<file path="src/rtl/ps2_host_tx.sv">
// ps2_host_tx: PS/2 host-to-device command transmitter driving open-drain clock/data enables.
// Define PS2_TX_TIMEOUT_EN to abort a transfer when the device stops clocking.
module ps2_host_tx #(
    parameter int INHIBIT_CYCLES = 5000,
    parameter int TIMEOUT_CYCLES = 750000
) (
    input  logic       clk,
    input  logic       reset,
    input  logic       ps2_clk,
    input  logic       ps2_data,
    output logic       ps2_clk_oe,
    output logic       ps2_data_oe,
    input  logic [7:0] tx_data,
    input  logic       tx_valid,
    output logic       tx_ready,
    output logic       done,
    output logic       ack_ok,
    output logic       error
);
    localparam int IW = $clog2(INHIBIT_CYCLES + 1);

    typedef enum logic [2:0] {IDLE, INHIBIT, START, BITS, PARITY, STOP, ACK, WAIT_IDLE} state_t;

    state_t        state_q;
    logic [2:0]    clk_s_q;
    logic [2:0]    data_s_q;
    logic [IW-1:0] inh_q;
    logic [7:0]    sh_q;
    logic          par_q;
    logic [2:0]    idx_q;
    logic          fall;
    logic          abort;

    always_ff @(posedge clk or posedge reset) begin
        if (reset) begin
            clk_s_q  <= 3'b111;
            data_s_q <= 3'b111;
        end else begin
            clk_s_q  <= {clk_s_q[1:0], ps2_clk};
            data_s_q <= {data_s_q[1:0], ps2_data};
        end
    end

    assign fall = clk_s_q[2] & ~clk_s_q[1];

`ifdef PS2_TX_TIMEOUT_EN
    localparam int TW = $clog2(TIMEOUT_CYCLES + 1);
    logic [TW-1:0] to_q;
    logic          active;
    assign active = state_q inside {START, BITS, PARITY, STOP, ACK};
    assign abort  = active && !fall && to_q == TW'(TIMEOUT_CYCLES - 1);
    always_ff @(posedge clk or posedge reset) begin
        if (reset) to_q <= '0;
        else       to_q <= (fall || !active) ? '0 : to_q + TW'(1);
    end
`else
    // Never true: the timeout path is compiled out and error stays low.
    assign abort = TIMEOUT_CYCLES < 0;
`endif

    always_ff @(posedge clk or posedge reset) begin
        if (reset) begin
            state_q     <= IDLE;
            ps2_clk_oe  <= 1'b0;
            ps2_data_oe <= 1'b0;
            tx_ready    <= 1'b1;
            done        <= 1'b0;
            ack_ok      <= 1'b0;
            error       <= 1'b0;
            inh_q       <= '0;
            sh_q        <= '0;
            par_q       <= 1'b0;
            idx_q       <= '0;
        end else begin
            done  <= 1'b0;
            error <= 1'b0;
            if (abort) begin
                state_q     <= IDLE;
                ps2_clk_oe  <= 1'b0;
                ps2_data_oe <= 1'b0;
                tx_ready    <= 1'b1;
                error       <= 1'b1;
            end else begin
                case (state_q)
                    IDLE: if (tx_valid) begin
                        state_q     <= INHIBIT;
                        tx_ready    <= 1'b0;
                        sh_q        <= tx_data;
                        par_q       <= ~^tx_data;
                        inh_q       <= IW'(INHIBIT_CYCLES - 1);
                        ps2_clk_oe  <= 1'b1;
                        ps2_data_oe <= INHIBIT_CYCLES == 1;
                    end
                    INHIBIT: begin
                        inh_q <= inh_q - IW'(1);
                        if (inh_q == IW'(1)) ps2_data_oe <= 1'b1;
                        if (inh_q == '0) begin
                            state_q    <= START;
                            ps2_clk_oe <= 1'b0;
                        end
                    end
                    START: if (fall) begin
                        state_q     <= BITS;
                        idx_q       <= '0;
                        ps2_data_oe <= ~sh_q[0];
                    end
                    BITS: if (fall) begin
                        idx_q <= idx_q + 3'd1;
                        sh_q  <= sh_q >> 1;
                        if (idx_q == 3'd7) begin
                            state_q     <= PARITY;
                            ps2_data_oe <= ~par_q;
                        end else begin
                            ps2_data_oe <= ~sh_q[1];
                        end
                    end
                    PARITY: if (fall) begin
                        state_q     <= STOP;
                        ps2_data_oe <= 1'b0;
                    end
                    STOP: if (fall) state_q <= ACK;
                    ACK: if (fall) begin
                        state_q <= WAIT_IDLE;
                        ack_ok  <= ~data_s_q[2];
                    end
                    WAIT_IDLE: if (clk_s_q[2] && data_s_q[2]) begin
                        state_q  <= IDLE;
                        done     <= 1'b1;
                        tx_ready <= 1'b1;
                    end
                    default: state_q <= IDLE;
                endcase
            end
        end
    end
endmodule

</file>
<file path="config.mk">
export PLATFORM = sky130hd
export DESIGN_NAME = ps2_host_tx
export DESIGN_NICKNAME = d
export VERILOG_FILES = /design/src/rtl/ps2_host_tx.sv
export SDC_FILE = /design/constraint.sdc
export NUM_CORES = 1
export LEC_CHECK = 0
export CORE_ASPECT_RATIO = 0.75
export CORE_UTILIZATION = 36
export DETAILED_ROUTE_END_ITERATION = 16
export PLACE_DENSITY_LB_ADDON = 0.05
export SYNTH_ARGS = -nofsm -noshare
export SYNTH_HDL_FRONTEND = slang
export SYNTH_SLANG_ARGS = --single-unit
</file>
<file path="constraint.sdc">
create_clock -name clk -period 2.43 [get_ports clk]
set_input_delay 0.729 -clock clk [delete_from_list [all_inputs] [get_ports clk]]
set_output_delay 0.729 -clock clk [all_outputs]
set_load 0.02 [all_outputs]
</file>
==> out/summary.json, run 1 <==
{
  "status": {
    "outcome": "finished clean"
  },
  "min_path": {
    "worstHoldPathCells": 0,
    "holdCritStartpoint": "data_s_q[1]$_DFF_PP1_",
    "hold_path_class": "register to register",
    "min_delay_worst_endpoint": "data_s_q[2]$_DFF_PP1_"
  },
  "clocking": {
    "clock_sinks": 39,
    "cts_made_buffers": 5,
    "ctsHoldBuffers": 0,
    "clkTransAtPathRegs_ns": 0.07,
    "post_cts.resized_instances": 0,
    "clkLatencyLatePin_ns": 0.28,
    "cts_max_level": 2,
    "clk_root_buffer_cell": "clkbuf_8",
    "tritoncts": "yes",
    "max_root_sink_buffers": 2,
    "cts.repair_timing.setup_buffer_count": 0
  },
  "timing": {
    "final_max_slew_viol_count": 0,
    "finalCriticalPeriod_ns": 2.14,
    "fin_crit_sh_pct": 88.1,
    "setup_failing_eps_final": 0,
    "fin_skew_ns": 0.00145,
    "final_hold_viol_count": 0,
    "worst_pin_slew_ns": 0.572,
    "rsz_0062_raised_after_global_routing": "no",
    "fin_ws_ns": 0.290,
    "maxClockFrequency_mhz": 467,
    "max-slew-margin-rel_pct": 61.9
  },
  "worst_setup_path": {
    "cp_slowest_stage_delay_ns": 0.59,
    "timing.critical_path.to_type": "output pin",
    "ff2ff_path_depth": 5,
    "destination_of_the_worst_register_to_register_timing_path": "inh_q[11]$_DFFE_PP0P_",
    "worstSetupStartpointType": "register",
    "cpLargestDelayFamily": "buffers and inverters",
    "cp_slowest_cell": "clkdlybuf4s50_1",
    "critical_path_arrival_ns": 1.41,
    "worstPathCellList": "clkdlybuf4s50_1",
    "critical_path.max_fanout": 2,
    "rrSetupSlack_ns": 0.38,
    "worst_r2r_startpoint": "state_q[1]$_DFFE_PP0P_",
    "worst-setup-path-type": "register to output pin",
    "worst-path-buf-inv": 1,
    "cp_data_required_time_ns": 1.70
  },
  "floorplanning": {
    "boundaryPins": 19,
    "die_h_um": 65.4,
    "initial_utilization_pct": 38.3,
    "dieArea_sq_mm": 0.00566,
    "row_count": 22,
    "fp.coreArea_sq_mm": 0.00504,
    "die_width_um": 86.6
  },
  "route": {
    "drt-wirelength-per-cell_um": 13.4,
    "route.antenna.remaining_nets": 0,
    "drc_errors": 0,
    "drt_iter0_drc": 54,
    "dr.pass1.iters": 4,
    "avgViaCountPerCell": 5.08,
    "routed_wl_um": 3760,
    "num_vias": 1423
  },
  "synthesis": {
    "synthDominantAreaCellType": "dfrtp_1",
    "asyncSetResetFlopFracSynth_pct": 100,
    "synth_flop_cell": "dfrtp_1",
    "synthDominantCellAreaShare_pct": 41.5,
    "yosysUniqueCellTypes": 46,
    "synth_seq_cells": 39,
    "synth_edf_count": 0,
    "synth-seq-area-share_pct": 51.0,
    "gate_count_of_the_mapped_netlist": 188,
    "synth_nets": 206,
    "synth_top_cells_by_area": "dfrtp_1 (41%), dfstp_2 (9.5%), mux2i_1 (6.2%)",
    "post_synth.cell_area_avg_sq_um": 10.3,
    "netlist_area_sq_mm": 0.00193,
    "synth.yosys.warnings": 0
  },
  "finish": {
    "register_area_sq_um": 985,
    "nNetsFinal": 225,
    "layout.filler_cells": 480,
    "antennaDiodeCount": 0,
    "most_common_library_cell_in_the_layout_ignoring_fill_and_taps": "dfrtp_1",
    "layout_common_cells": "dfrtp_1 (32), nand2_1 (24), clkdlybuf4s50_1 (17)",
    "layout_cell_share_with_drive_strength_beyond_1_pct": 12.5,
    "final_design_area_no_fill_sq_mm": 0.00226,
    "final-instance-count-excl-fill": 280,
    "multiInputGateArea_sq_um": 898,
    "layout.core_utilization_pct": 45.0,
    "synthToLayoutAreaGrowth_pct": 17.3
  },
  "global_route": {
    "grt_pass1_vias": 1366,
    "grt_overall_usage_pct": 15.2,
    "grt_start_max_net_pins": 40,
    "grt_first_pass_wirelength_um": 6530,
    "antenna_found_initial": 0,
    "grt_overflow": 0
  },
  "pwr": {
    "max-vdd-ir-drop_v": 0.000368,
    "power_per_cell_area_mw_per_mm2": 693,
    "total_leakage_power_uw": 0.000995
  },
  "placement": {
    "place.gp.congestion": 0.728,
    "dp_worst_setup_slack_ns": -0.125,
    "detailed_place.area_sq_mm": 0.00218,
    "dp.cells": 272,
    "dpl.hpwl_um": 2690,
    "port_buffers": 17
  },
  "flow_run": {
    "maxCapViolations": 0
  }
}
## sequential cells by signal (all words and copies together) (netlist names)
register,count
par_q,1
tx_ready,1
data_s_q,3
ps2_data_oe,1
clk_s_q,3
idx_q,3
sh_q,8
state_q,3
inh_q,13
ps2_clk_oe,1
ack_ok,1
done,1
## report_power, final
part	switching (uW)	internal [uW]	leakage (uW)	total, uW
Combinational	142	135	0.000482	277
Sequential	113	763	0.000465	876
Clock	220	196	0.0000477	416
## worst max-delay path by stage
stage / from / to / slack (ns) / cells after the start
5_1_grt: state_q[1]$_DFFE_PP0P_ / inh_q[9]$_DFFE_PP0P_ / 0.18 / 5
6_report: tx_ready$_DFFE_PP1P_ / tx_ready / 0.29 / 1
4_1_cts: tx_valid / sh_q[6]$_DFFE_PP0P_ / 0.18 / 4
3_3_place_gp: tx_valid / sh_q[7]$_DFFE_PP0P_ / -0.03 / 4
2_1_floorplan: tx_valid / sh_q[2]$_DFFE_PP0P_ / 0.69 / 5
3_5_place_dp: tx_valid / sh_q[6]$_DFFE_PP0P_ / -0.13 / 4
## through the flow
stage / TNS (ns) / hold slack, ns / power (uW)
final: 0 / 0.357 / 1570
after global routing: 0 / 0.362 / 1680
after CTS: 0 / 0.358 / 1600
after detailed placement: -0.586 / 0.347 / 1170
after global placement: -0.163 / 0.346 / 1140
after floorplan: 0 / 0.345 / 1060
## synth_stat cells, drive strengths merged, types with 4 or more instances
master	n
a21oi	5
clkbuf	6
dfrtp	32
dfstp	7
ha	5
inv	4
mux2i	12
nand2	24
nand2b	5
nand3	7
nor2	15
nor3	5
o21ai	16
xnor2	6
## cells by family (layout without fill, tap and decap cells)
group | count (synthesis) | in the layout | share of synthesized area (%)
buffers and inverters | 12 | 32 | 2.66
and+or+nand+nor | 75 | 75 | 21.3
AOI/OAI and AO/OA | 36 | 36 | 11.7
muxes | 13 | 13 | 6.81
other | 1 | 1 | 0.194
adders and majority gates | 5 | 5 | 3.24
xor gates and xnor gates | 7 | 7 | 3.18
DFF | 39 | 39 | 51.0
## cell type report
| cell class | instances | area share (%) |
|---|---|---|
| repair buffers | 20 | 8.51 |
| well taps | 72 | 3.98 |
| inverters | 4 | 0.663 |
| clock inverters | 3 | 0.663 |
| multi-input cells | 137 | 39.7 |
| flip-flops and latches | 39 | 43.5 |
| clock buffers | 5 | 3.04 |
## routing by layer
layer / wire (um) / GRT usage [%] / vias to the layer above
li1: - / - / 705
met1: 1930 / 21.1 / 690
met5: 0 / 0 / -
met4: 14 / 4.38 / 0
met2: 1670 / 23.7 / 26
met3: 154 / 3.77 / 2
(Power assumes the default switching activity.)
==> run 2: changes to the inputs <==
--- a/config.mk
+++ b/config.mk
@@ -6,7 +6,7 @@
 export NUM_CORES = 1
 export LEC_CHECK = 0
 export CORE_ASPECT_RATIO = 0.75
-export CORE_UTILIZATION = 36
+export CORE_UTILIZATION = 56
 export DETAILED_ROUTE_END_ITERATION = 16
 export PLACE_DENSITY_LB_ADDON = 0.05
 export SYNTH_ARGS = -nofsm -noshare
==> out/summary.json, run 2 (synthesized netlist as in run 1, its figures left out) <==
{
  "global_route": {
    "grt_first_pass_wirelength": {"value": 6320, "unit": "um", "change": "-3.2%"},
    "met2_usage": {"value": 37.2, "unit": "%", "change": "+13 points"},
    "grt_pass1_vias": {"value": 1371, "change": "+0.37%"},
    "grt_overflow": {"value": 0, "change": "unchanged"},
    "use_met1": {"value": 30.1, "unit": "%", "change": "+9.0 points"},
    "global_route.peak_usage_layer": "met2",
    "met3_usage": {"value": 5.33, "unit": "%", "change": "+1.6 points"},
    "grt_overall_usage": {"value": 22.8, "unit": "%", "change": "+7.6 points"},
    "antenna_found_initial": {"value": 0, "change": "unchanged"},
    "grt_start_max_net_pins": {"value": 40, "change": "unchanged"}
  },
  "worst_setup_path": {
    "timing.critical_path.to_type": "output pin",
    "critical_path.max_fanout": {"value": 2, "change": "unchanged"},
    "worst-path-buf-inv": {"value": 1, "change": "unchanged"},
    "cp_slowest_cell": "clkdlybuf4s50_1",
    "critical_path_arrival": {"value": 1.42, "unit": "ns", "change": "about the same"},
    "cp_data_required_time": {"value": 1.70, "unit": "ns", "change": "about the same"},
    "worstPathCellList": "clkdlybuf4s50_1",
    "worst-setup-path-type": "register to output pin",
    "worstSetupStartpointType": "register",
    "cp_slowest_stage_delay": {"value": 0.60, "unit": "ns", "change": "about the same"},
    "cpLargestDelayFamily": "buffers and inverters"
  },
  "route": {
    "routed_wl": {"value": 3720, "unit": "um", "change": "-1.1%"},
    "drc_errors": {"value": 0, "change": "unchanged"},
    "drt-wirelength-per-cell": {"value": 15.1, "unit": "um", "change": "+12%"},
    "avgViaCountPerCell": {"value": 5.85, "change": "+15%"},
    "dr.pass1.iters": {"value": 4, "change": "unchanged"},
    "drt_iter0_drc": {"value": 60, "change": "+11%"},
    "num_vias": {"value": 1444, "change": "+1.5%"},
    "route.antenna.remaining_nets": {"value": 0, "change": "unchanged"}
  },
  "timing": {
    "final_hold_viol_count": {"value": 0, "change": "unchanged"},
    "setup_tns": {"value": 0, "unit": "ns", "change": "unchanged"},
    "final_max_slew_viol_count": {"value": 0, "change": "unchanged"},
    "fin_skew": {"value": 0.00788, "unit": "ns", "change": "+0.00643 ns"},
    "worst_pin_slew": {"value": 0.612, "unit": "ns", "change": "+0.0404 ns"},
    "finalCriticalPeriod": {"value": 2.15, "unit": "ns", "change": "+0.00483 ns"},
    "max-slew-margin-rel": {"value": 59.2, "unit": "%", "change": "-2.7 points"},
    "fin_crit_sh": {"value": 88.3, "unit": "%", "change": "+0.20 points"},
    "rsz_0062_raised_after_global_routing": "no",
    "setup_failing_eps_final": {"value": 0, "change": "unchanged"},
    "maxClockFrequency": {"value": 466, "unit": "MHz", "change": "-0.22%"}
  },
  "clocking": {
    "cts_max_level": {"value": 2, "change": "unchanged"},
    "clkTransAtPathRegs": {"value": 0.07, "unit": "ns", "change": "about the same"},
    "clkLatencyLatePin": {"value": 0.29, "unit": "ns", "change": "about the same"},
    "cts_made_buffers": {"value": 5, "change": "unchanged"},
    "cts.repair_timing.setup_buffer_count": {"value": 0, "change": "unchanged"},
    "tritoncts": "yes",
    "clk_root_buffer_cell": "clkbuf_8",
    "max_root_sink_buffers": {"value": 2, "change": "unchanged"},
    "clock_sinks": {"value": 39, "change": "unchanged"}
  },
  "flow_run": {
    "maxCapViolations": {"value": 0, "change": "unchanged"}
  },
  "finish": {
    "final-instance-count-excl-fill": {"value": 247, "change": "-12%"},
    "max_flop_register": "inh_q",
    "layout_cell_share_with_drive_strength_beyond_1": {"value": 11.6, "unit": "%", "change": "-0.91 points"},
    "layout_common_cells": "dfrtp_1 (32), nand2_1 (24), clkdlybuf4s50_1 (17)",
    "biggestRegsByFlops": "inh_q (13), sh_q (8)",
    "nNetsFinal": {"value": 224, "change": "-0.44%"},
    "most_common_library_cell_in_the_layout_ignoring_fill_and_taps": "dfrtp_1",
    "largest_register_ff_count": {"value": 13, "change": "unchanged"},
    "synthToLayoutAreaGrowth": {"value": 17.4, "unit": "%", "change": "about the same"},
    "antennaDiodeCount": {"value": 0, "change": "unchanged"}
  },
  "pwr": {
    "power_per_cell_area": {"value": 796, "unit": "mW/mm^2", "change": "+15%"},
    "total_leakage_power": {"value": 0.00101, "unit": "uW", "change": "+1.2%"},
    "max-vdd-ir-drop": {"value": 0.000628, "unit": "V", "change": "+70%"}
  },
  "placement": {
    "dp.cells": {"value": 239, "change": "-12%"},
    "place.gp.congestion": {"value": 0.804, "change": "+10%"},
    "port_buffers": {"value": 17, "change": "unchanged"},
    "dpl.hpwl": {"value": 2700, "unit": "um", "change": "+0.24%"}
  },
  "floorplanning": {
    "row_count": {"value": 18, "change": "-18%"},
    "dieArea": {"value": 0.00369, "unit": "sq mm", "change": "-35%"},
    "die_h": {"value": 52.9, "unit": "um", "change": "-19%"},
    "boundaryPins": {"value": 19, "change": "unchanged"},
    "die_width": {"value": 69.8, "unit": "um", "change": "-19%"},
    "fp.coreArea": {"value": 0.00329, "unit": "sq mm", "change": "-35%"},
    "initial_utilization": {"value": 58.7, "unit": "%", "change": "+20 points"}
  },
  "min_path": {
    "hold_path_class": "register to register"
  },
  "status": {
    "outcome": "finished clean"
  }
}
-- run 2: what timing repair did --
action | in CTS | in global routing
hold buffers | 0 | 0
endpoints found under the setup margin | 0 | 4
hold endpoints to repair | 0 | 0
resized for setup | 0 | 1
-- run 2: report_power, final --
group | leakage, uW | switching (uW) | internal, uW
clock network | 0.0000654 | 224 | 410
logic | 0.000477 | 148 | 134
registers | 0.000465 | 125 | 763
total | 0.00101 | 497 | 1310
-- run 2: worst paths after layout --
check | from | end | slack, ns | depth (start not counted)
min | data_s_q[1]$_DFF_PP1_ | data_s_q[2]$_DFF_PP1_ | 0.36 | 0
min in group asynchronous | reset | inh_q[4]$_DFFE_PP0P_ | 0.84 | 3
max | tx_ready$_DFFE_PP1P_ | tx_ready | 0.28 | 1
max reg2reg | state_q[2]$_DFFE_PP0P_ | inh_q[8]$_DFFE_PP0P_ | 0.37 | 5
max in group asynchronous | reset | data_s_q[0]$_DFF_PP1_ | 1.22 | 3
min reg2reg | data_s_q[1]$_DFF_PP1_ | data_s_q[2]$_DFF_PP1_ | 0.36 | 0
-- run 2: metal layers --
metal / vias to the layer above / wire length [um] / part of all wire [%]
met3: 8 / 166 / 4.5
met5: - / 0 / 0
met1: 699 / 1820 / 49
met2: 39 / 1690 / 45
met4: 0 / 48 / 1.3
li1: 698 / - / -
-- run 2: through the flow --
step                      setup WS (ns)  instance area (sq um)  hold slack (ns)  utilization (%)  total power (uW)
after floorplan                   0.687                   1930            0.345                -              1060
after global placement           0.0189                   2130            0.346             64.8              1140
after detailed placement         -0.149                   2130            0.347             64.8              1170
after CTS                         0.150                   2260            0.358             68.8              1810
after global routing              0.135                   2270            0.361             68.9              1900
final                             0.285                   2270            0.357             68.9              1800
-- run 2: cell type report --
| class | count | area [sq um] |
|---|---|---|
| inverters | 4 | 15.0 |
| flip-flops and latches | 39 | 985 |
| well taps | 40 | 50.0 |
| repair buffers | 19 | 185 |
| multi-input cells | 137 | 898 |
| clock buffers | 6 | 72.6 |
| clock inverters | 2 | 60.1 |
| fillers | 251 | 1020 |
==> run 3: changes to the inputs <==
--- a/config.mk
+++ b/config.mk
@@ -7,6 +7,7 @@
 export LEC_CHECK = 0
 export CORE_ASPECT_RATIO = 0.75
 export CORE_UTILIZATION = 56
+export CTS_CLUSTER_DIAMETER = 200
 export DETAILED_ROUTE_END_ITERATION = 16
 export PLACE_DENSITY_LB_ADDON = 0.05
 export SYNTH_ARGS = -nofsm -noshare
==> results of run 3 <==
Same layout as run 2: the final DEF is identical, and so are final timing and power.
